==> config.mk <==
export PLATFORM = sky130hd
export DESIGN_NAME = decode_queue_flat
export DESIGN_NICKNAME = d
export VERILOG_FILES = /design/src/rtl/decode_queue_if.sv /design/src/rtl/decode_queue.sv /design/src/flat_wrapper.sv
export SDC_FILE = /design/constraint.sdc
export NUM_CORES = 1
export LEC_CHECK = 0
export BUFFER_PORTS_ARGS = -buffer_cell sky130_fd_sc_hd__buf_2
export CAP_MARGIN = 0
export CORE_ASPECT_RATIO = 1.75
export CORE_UTILIZATION = 50
export CTS_CLUSTER_DIAMETER = 40
export DETAILED_ROUTE_END_ITERATION = 16
export HOLD_SLACK_MARGIN = 0.12
export PLACE_DENSITY = 0.85
export RECOVER_POWER = 25
export SETUP_SLACK_MARGIN = 0.5
export SLEW_MARGIN = 20
export SYNTH_ARGS = -nofsm -noshare
export SYNTH_HDL_FRONTEND = slang
export SYNTH_SLANG_ARGS = --single-unit
export TNS_END_PERCENT = 10
==> constraint.sdc <==
create_clock -name clk -period 5.91 [get_ports clk]
set_clock_uncertainty 0.1 [all_clocks]
set_input_delay 0.8865 -clock clk [delete_from_list [all_inputs] [get_ports clk]]
set_output_delay 0.8865 -clock clk [all_outputs]
set_load 0.05 [all_outputs]
==> src/rtl/decode_queue_if.sv <==
`default_nettype none
// ---------------------------------------------------------------------------
// Module   : decode_queue_if
// Purpose  : Fetch-side and issue-side handshake bundle for decode_queue.
//            "slave" is the decode block; "master" is the surrounding pipe.
// Revision : 1.0 - initial release
// ---------------------------------------------------------------------------
interface decode_queue_if #(
  parameter int RN_W  = 7,
  parameter int IMM_W = 56
);
  // fetch side
  logic              in_valid;
  logic              in_ready;
  logic [63:0]       inst_raw;
  logic [63:0]       inst_canon;
  logic              inst_bad;
  logic              advance16;
  logic              advance32;
  logic              advance64;
  logic              flush;
  // issue side
  logic              out_valid;
  logic              out_ready;
  logic              out_type;
  logic [2:0]        out_unit;
  logic [1:0]        out_op;
  logic [RN_W-1:0]   out_rd;
  logic [RN_W-1:0]   out_rd2;
  logic [RN_W-1:0]   out_rs1;
  logic [RN_W-1:0]   out_rs2;
  logic [IMM_W-1:0]  out_imm;
  logic              out_use_rs1;
  logic              out_use_rs2;
  logic              out_src2_rd;
  logic              out_bad;
  logic              trapped;

  modport slave (
    input  in_valid, inst_raw, inst_canon, inst_bad, flush, out_ready,
    output in_ready, advance16, advance32, advance64,
    output out_valid, out_type, out_unit, out_op, out_rd, out_rd2,
    output out_rs1, out_rs2, out_imm, out_use_rs1, out_use_rs2,
    output out_src2_rd, out_bad, trapped
  );

  modport master (
    output in_valid, inst_raw, inst_canon, inst_bad, flush, out_ready,
    input  in_ready, advance16, advance32, advance64,
    input  out_valid, out_type, out_unit, out_op, out_rd, out_rd2,
    input  out_rs1, out_rs2, out_imm, out_use_rs1, out_use_rs2,
    input  out_src2_rd, out_bad, trapped
  );
endinterface
`default_nettype wire

==> src/rtl/decode_queue.sv <==
`default_nettype none
// ---------------------------------------------------------------------------
// Module   : decode_queue
// Purpose  : Variable-length instruction decode with a DEPTH-entry output
//            queue, source-use classification, flush and bad-opcode trap.
// Revision : 1.0 - initial release
// ---------------------------------------------------------------------------
module decode_queue #(
  parameter int DEPTH = 2,
  parameter int RN_W  = 7,
  parameter int IMM_W = 56
) (
  input  logic         clk,
  input  logic         rst,
  decode_queue_if.slave bus
);
  localparam int PTR_W = (DEPTH > 1) ? $clog2(DEPTH) : 1;
  localparam int CNT_W = PTR_W + 1;

  typedef enum logic [0:0] {
    ST_RUN  = 1'b0,
    ST_TRAP = 1'b1
  } state_t;

  // Canonical fields 61:0 are kept whole; outputs slice them at the head.
  typedef struct packed {
    logic [61:0] canon;
    logic        use_rs1;
    logic        use_rs2;
    logic        src2_rd;
    logic        bad;
  } entry_t;

  state_t            state_q;
  entry_t            mem_q [DEPTH];
  logic [PTR_W-1:0]  wptr_q, wptr_d;
  logic [PTR_W-1:0]  rptr_q, rptr_d;
  // Slot shown on the outputs: tracks rptr while non-empty, otherwise keeps
  // pointing at the last entry that was the head.
  logic [PTR_W-1:0]  head_q, head_d;
  logic [CNT_W-1:0]  count_q, count_d;

  logic   w_accept;
  logic   w_pop;
  logic   w_use_rs1;
  logic   w_use_rs2;
  logic   w_src2_rd;
  entry_t w_entry;
  entry_t w_head;
  logic   w_unused_bits;

  logic       w_type;
  logic [2:0] w_unit;
  logic [1:0] w_op;

  assign w_type = bus.inst_canon[61];
  assign w_unit = bus.inst_canon[60:58];
  assign w_op   = bus.inst_canon[57:56];

  assign bus.in_ready  = (state_q == ST_RUN) && (count_q < CNT_W'(DEPTH)) && !bus.flush;
  assign w_accept      = bus.in_valid && bus.in_ready;
  assign bus.out_valid = (count_q != '0);
  assign w_pop         = bus.out_valid && bus.out_ready && !bus.flush;

  assign bus.advance16 = w_accept && !bus.inst_raw[63];
  assign bus.advance32 = w_accept && (bus.inst_raw[63:62] == 2'b10);
  assign bus.advance64 = w_accept && (bus.inst_raw[63:62] == 2'b11);

  assign w_unused_bits = ^{bus.inst_raw[61:0], bus.inst_canon[63:62]};

  // Source-register usage classification; bad opcodes report no sources.
  always_comb begin
    w_use_rs1 = 1'b0;
    w_use_rs2 = 1'b0;
    w_src2_rd = 1'b0;
    if (!bus.inst_bad) begin
      if (!w_type) begin
        if (w_unit <= 3'd4 || (w_unit == 3'd7 && w_op == 2'b01)) begin
          w_use_rs1 = 1'b1;
          w_use_rs2 = 1'b1;
        end else if (w_unit == 3'd7 && w_op[1]) begin
          w_use_rs1 = 1'b1;
        end
      end else begin
        if (w_unit <= 3'd4 || (w_unit == 3'd5 && w_op != 2'b00)) begin
          w_use_rs1 = 1'b1;
        end else if (w_unit == 3'd6 || (w_unit == 3'd7 && !w_op[1])) begin
          w_use_rs1 = 1'b1;
          w_use_rs2 = 1'b1;
          w_src2_rd = 1'b1;
        end
      end
    end
  end

  assign w_entry = '{canon:   bus.inst_canon[61:0],
                     use_rs1: w_use_rs1,
                     use_rs2: w_use_rs2,
                     src2_rd: w_src2_rd,
                     bad:     bus.inst_bad};

  // Pointer/count next state; flush wins over accept and pop.
  always_comb begin
    count_d = count_q;
    wptr_d  = wptr_q;
    rptr_d  = rptr_q;
    head_d  = head_q;
    if (bus.flush) begin
      count_d = '0;
      wptr_d  = '0;
      rptr_d  = '0;
    end else begin
      if (w_accept) wptr_d = wptr_q + PTR_W'(1);
      if (w_pop)    rptr_d = rptr_q + PTR_W'(1);
      case ({w_accept, w_pop})
        2'b10:   count_d = count_q + CNT_W'(1);
        2'b01:   count_d = count_q - CNT_W'(1);
        default: count_d = count_q;
      endcase
      if (count_d != '0) head_d = rptr_d;
    end
  end

  // Queue pointers and occupancy.
  always_ff @(posedge clk or posedge rst) begin
    if (rst) begin
      count_q <= '0;
      wptr_q  <= '0;
      rptr_q  <= '0;
      head_q  <= '0;
    end else begin
      count_q <= count_d;
      wptr_q  <= wptr_d;
      rptr_q  <= rptr_d;
      head_q  <= head_d;
    end
  end

  // Entry storage, written at the write pointer on accept.
  always_ff @(posedge clk or posedge rst) begin
    if (rst) begin
      for (int i = 0; i < DEPTH; i++) mem_q[i] <= '0;
    end else if (w_accept) begin
      mem_q[wptr_q] <= w_entry;
    end
  end

  // RUN/TRAP control: a bad opcode stops decode until flushed.
  always_ff @(posedge clk or posedge rst) begin
    if (rst) begin
      state_q <= ST_RUN;
    end else begin
      case (state_q)
        ST_RUN:  if (w_accept && bus.inst_bad) state_q <= ST_TRAP;
        ST_TRAP: if (bus.flush) state_q <= ST_RUN;
        default: state_q <= ST_RUN;
      endcase
    end
  end

  assign bus.trapped = (state_q == ST_TRAP);

  assign w_head          = mem_q[head_q];
  assign bus.out_type    = w_head.canon[61];
  assign bus.out_unit    = w_head.canon[60:58];
  assign bus.out_op      = w_head.canon[57:56];
  assign bus.out_rd      = RN_W'(w_head.canon[55:50]);
  assign bus.out_rd2     = RN_W'(w_head.canon[49:44]);
  assign bus.out_rs1     = RN_W'(w_head.canon[43:38]);
  assign bus.out_rs2     = RN_W'(w_head.canon[37:32]);
  assign bus.out_imm     = IMM_W'(w_head.canon[55:0]);
  assign bus.out_use_rs1 = w_head.use_rs1;
  assign bus.out_use_rs2 = w_head.use_rs2;
  assign bus.out_src2_rd = w_head.src2_rd;
  assign bus.out_bad     = w_head.bad;

endmodule
`default_nettype wire

==> src/flat_wrapper.sv <==
// flat-port wrapper written by rule: the top's interface ports become plain ports
module decode_queue_flat 
#(
  parameter int DEPTH = 2,
  parameter int RN_W  = 7,
  parameter int IMM_W = 56
)
  (clk, rst, bus_in_valid, bus_inst_raw, bus_inst_canon, bus_inst_bad, bus_flush, bus_out_ready, bus_in_ready, bus_advance16, bus_advance32, bus_advance64, bus_out_valid, bus_out_type, bus_out_unit, bus_out_op, bus_out_rd, bus_out_rd2, bus_out_rs1, bus_out_rs2, bus_out_imm, bus_out_use_rs1, bus_out_use_rs2, bus_out_src2_rd, bus_out_bad, bus_trapped);
  decode_queue_if #(.RN_W(RN_W), .IMM_W(IMM_W)) bus_i ();
  input  logic clk;
  input  logic rst;
  input wire logic [$bits(bus_i.in_valid)-1:0] bus_in_valid;
  input wire logic [$bits(bus_i.inst_raw)-1:0] bus_inst_raw;
  input wire logic [$bits(bus_i.inst_canon)-1:0] bus_inst_canon;
  input wire logic [$bits(bus_i.inst_bad)-1:0] bus_inst_bad;
  input wire logic [$bits(bus_i.flush)-1:0] bus_flush;
  input wire logic [$bits(bus_i.out_ready)-1:0] bus_out_ready;
  output wire logic [$bits(bus_i.in_ready)-1:0] bus_in_ready;
  output wire logic [$bits(bus_i.advance16)-1:0] bus_advance16;
  output wire logic [$bits(bus_i.advance32)-1:0] bus_advance32;
  output wire logic [$bits(bus_i.advance64)-1:0] bus_advance64;
  output wire logic [$bits(bus_i.out_valid)-1:0] bus_out_valid;
  output wire logic [$bits(bus_i.out_type)-1:0] bus_out_type;
  output wire logic [$bits(bus_i.out_unit)-1:0] bus_out_unit;
  output wire logic [$bits(bus_i.out_op)-1:0] bus_out_op;
  output wire logic [$bits(bus_i.out_rd)-1:0] bus_out_rd;
  output wire logic [$bits(bus_i.out_rd2)-1:0] bus_out_rd2;
  output wire logic [$bits(bus_i.out_rs1)-1:0] bus_out_rs1;
  output wire logic [$bits(bus_i.out_rs2)-1:0] bus_out_rs2;
  output wire logic [$bits(bus_i.out_imm)-1:0] bus_out_imm;
  output wire logic [$bits(bus_i.out_use_rs1)-1:0] bus_out_use_rs1;
  output wire logic [$bits(bus_i.out_use_rs2)-1:0] bus_out_use_rs2;
  output wire logic [$bits(bus_i.out_src2_rd)-1:0] bus_out_src2_rd;
  output wire logic [$bits(bus_i.out_bad)-1:0] bus_out_bad;
  output wire logic [$bits(bus_i.trapped)-1:0] bus_trapped;
  assign bus_i.in_valid = bus_in_valid;
  assign bus_i.inst_raw = bus_inst_raw;
  assign bus_i.inst_canon = bus_inst_canon;
  assign bus_i.inst_bad = bus_inst_bad;
  assign bus_i.flush = bus_flush;
  assign bus_i.out_ready = bus_out_ready;
  assign bus_in_ready = bus_i.in_ready;
  assign bus_advance16 = bus_i.advance16;
  assign bus_advance32 = bus_i.advance32;
  assign bus_advance64 = bus_i.advance64;
  assign bus_out_valid = bus_i.out_valid;
  assign bus_out_type = bus_i.out_type;
  assign bus_out_unit = bus_i.out_unit;
  assign bus_out_op = bus_i.out_op;
  assign bus_out_rd = bus_i.out_rd;
  assign bus_out_rd2 = bus_i.out_rd2;
  assign bus_out_rs1 = bus_i.out_rs1;
  assign bus_out_rs2 = bus_i.out_rs2;
  assign bus_out_imm = bus_i.out_imm;
  assign bus_out_use_rs1 = bus_i.out_use_rs1;
  assign bus_out_use_rs2 = bus_i.out_use_rs2;
  assign bus_out_src2_rd = bus_i.out_src2_rd;
  assign bus_out_bad = bus_i.out_bad;
  assign bus_trapped = bus_i.trapped;
  decode_queue #(.DEPTH(DEPTH), .RN_W(RN_W), .IMM_W(IMM_W)) u_core (.clk(clk), .rst(rst), .bus(bus_i));
endmodule
==> results.py <==
metrics = {
    "drt": {
        "first_pass_iters": 4,
        "vias": 4066,
        "wl_um": 13100,
        "ant_nets": 0,
        "vias_per_cell": 5.33,
        "drtIter0Drc": 171,
        "detail_route.wl_per_cell_um": 17.2,
        "drc": 0,
    },
    "floorplanning": {
        "die_area_um2": 13200,
        "start_util": 0.512,
        "die_height_um": 151,
        "rows": 54,
        "ios": 234,
        "dieWidth_um": 87.3,
        "core_area_um2": 12400,
    },
    "timing": {
        "finalSetupTns_ps": 0,
        "rsz0062_at_grt": "no",
        "setup_viol": 0,
        "period_minus_slack_ps": 3750,
        "slew_viol_final": 74,
        "tightestPinTransition_ps": 3130,
        "fmaxAchievable_mhz": 266,
        "fin_ws_ps": 2160,
        "fin_crit_sh": 0.635,
        "maxSlewHeadroom": -1.10,
        "final_hold_viol_count": 0,
    },
    "logic_synthesis": {
        "async_flop_share": 1.00,
        "synth_cell_types": 36,
        "ys.flop_type": "dfrtp_1",
        "synth_top_family_by_area": "multiplexers",
        "yosys.area_share.simple": 0.0314,
        "synth_edf_count": 0,
        "synth_seq_cells": 138,
        "synth-xor-area-share": 0.00550,
        "avgSynthCellArea_um2": 14.3,
        "synth-adder-area-share": 0.00197,
        "synthMuxAreaShare": 0.341,
        "yosysWarningCount": 0,
        "synth-seq-area-share": 0.542,
        "syn_inst": 444,
        "synth_compound_area_frac": 0.0187,
        "syn_area_um2": 6370,
    },
    "critical_path": {
        "cp-startpoint": "bus_flush",
        "r2r_slack_ps": 2330,
        "critPathKind": "input pin to primary output",
        "critPathRequiredTime_ps": 4920,
        "start_kind": "input pin",
        "rr_worst_depth": 4,
        "worstReg2RegStart": "u_core.count_q[1]",
        "worstSetupEndpointType": "primary output",
        "critPathArrivalTime_ps": 2770,
        "cp_max_fo": 9,
        "crit_end": "bus_advance16",
        "r2r-end": "u_core.mem_q[10]",
    },
    "cts": {
        "postCtsHoldBufs": 0,
        "clk_pin_slew_worst_paths_ps": 60,
        "clock_latency_ps": 400,
        "cts-buffers-inserted": 17,
        "cts.sinks": 138,
        "cts_resized": 0,
        "h-tree-depth": 4,
        "cts_max_path_buffers": 2,
        "post-cts-setup-buffer-count": 0,
        "cts_tree": "yes",
        "cts-root-buf": "clkbuf_16",
    },
    "outcome": {
        "status": "finished, violations left",
        "violations": "max-capacitance violations, max-slew violations",
    },
    "power": {
        "p_leak_nw": 3.58,
        "internal_power_mw": 2.84,
        "combPwrFrac": 0.490,
        "switchingPower_mw": 2.37,
        "p_per_area_nw_per_um2": 677,
        "pwr-share-clk": 0.213,
        "power_frac_seq": 0.297,
        "swShare": 0.455,
        "max-vdd-ir-drop_v": 0.000394,
    },
    "grt": {
        "grt_max_degree": 74,
        "grt-ovfl-total": 0,
        "grt_pass1_wl_um": 20300,
        "grt_pass1_vias": 4229,
        "antenna_found_initial": 0,
        "grt_usage": 0.202,
    },
    "cells_and_area": {
        "multiInputGateArea_um2": 2540,
        "layout_common_cells": "191 x mux2_2, 164 x buf_2, 137 x dfrtp_1, 17 x clkbuf_16, 11 x o21ai_0",
        "drive_gt1_frac": 0.661,
        "final_cells": 763,
        "final_common_cell": "mux2_2",
        "synthToLayoutAreaGrowth_pct": 20.9,
        "seqCellArea_um2": 3450,
        "nets": 718,
        "antennaDiodeCount": 0,
        "design_area_um2": 7690,
        "n_fill_cell": 1015,
    },
    "placement": {
        "place_area_um2": 7100,
        "place_inst": 732,
        "port-buffer-count": 165,
        "pre_cts_ws_ps": 2740,
        "dp_hpwl_um": 9090,
        "gp_congestion": 0.727,
    },
    "run": {
        "max_cap_violations": 1,
    },
    "worst_hold_path": {
        "hold_class": "flip-flop to flip-flop",
    },
}
==> area by class of cell <==
cell class / count / share of cell area
Sequential cell: 138 / 0.449
Multi-Input combinational cell: 252 / 0.330
Timing Repair Buffer: 168 / 0.110
Clock buffer: 18 / 0.0558
Tap cell: 168 / 0.0273
Clock inverter: 13 / 0.0247
Inverter: 6 / 0.00309
==> power by group through the flow <==
stage | logic [mW] | registers [mW] | clock network, mW
final | 2.55 | 1.54 | 1.11
after global routing | 2.67 | 1.59 | 1.17
after CTS | 2.57 | 1.54 | 1.13
after detailed placement | 2.57 | 1.56 | 0
after global placement | 2.52 | 1.51 | 0
after floorplan | 2.32 | 1.45 | 0
==> worst max-delay path: stages <==
cell     delay [ps]
buf_2           150
nor4b_1         820
inv_1           400
nor2_1          210
buf_2           290
==> cells by family after synthesis <==
| logic type | Yosys count |
|---|---|
| flops | 138 |
| fa+ha+maj | 1 |
| mux | 193 |
| simple gates | 30 |
| compound gates | 20 |
| xor+xnor | 4 |
| other cells | 1 |
| buf+inv | 57 |
==> how the worst min path moves through the flow <==
stage / startpoint / to / slack (ps) / cells after the start
2_1_floorplan: u_core.mem_q[91] / u_core.mem_q[91] / 350 / 1
5_1_grt: u_core.mem_q[91] / u_core.mem_q[91] / 410 / 1
3_5_place_dp: u_core.mem_q[91] / u_core.mem_q[91] / 380 / 1
4_1_cts: u_core.mem_q[91] / u_core.mem_q[91] / 390 / 1
3_3_place_gp: u_core.mem_q[91] / u_core.mem_q[91] / 360 / 1
6_report: u_core.mem_q[91] / u_core.mem_q[91] / 390 / 1
==> through the flow <==
stage	utilization	power [mW]	hold slack, ps
finish	0.619	5.21	394
floorplan	-	3.77	354
global placement	0.571	4.03	363
detailed placement	0.571	4.12	380
CTS	0.621	5.24	393
global route	0.619	5.43	413
==> state kept, by name (all words and copies together), names as in the netlist <==
| register | cells |
|---|---|
| u_core.bus.trapped | 1 |
| u_core.count_q | 2 |
| u_core.head_q | 1 |
| u_core.mem_q | 132 |
| u_core.rptr_q | 1 |
| u_core.wptr_q | 1 |
==> metal layers <==
layer	global-route usage	routed length (um)
met1	0.226	5110
met2	0.359	7130
met3	0.0496	658
met4	0.0861	255
met5	0	0
==> cells in the mapped netlist, types with 2 or more instances <==
master    count  area share
mux2_2      191        0.34
dfrtp_1     138        0.54
buf_4        32       0.038
o21ai_0      11      0.0086
clkbuf_1      7      0.0041
nor2_1        7      0.0041
buf_2         5      0.0039
inv_1         5      0.0029
nand2_1       5      0.0029
buf_6         4      0.0071
o41ai_1       4      0.0055
a21oi_1       3      0.0024
buf_1         3      0.0018
nor4bb_1      3      0.0047
nor3b_1       2      0.0024
or3_1         2      0.0020
xnor2_1       2      0.0028
xor2_1        2      0.0028
Power figures use the tool's default switching activity.
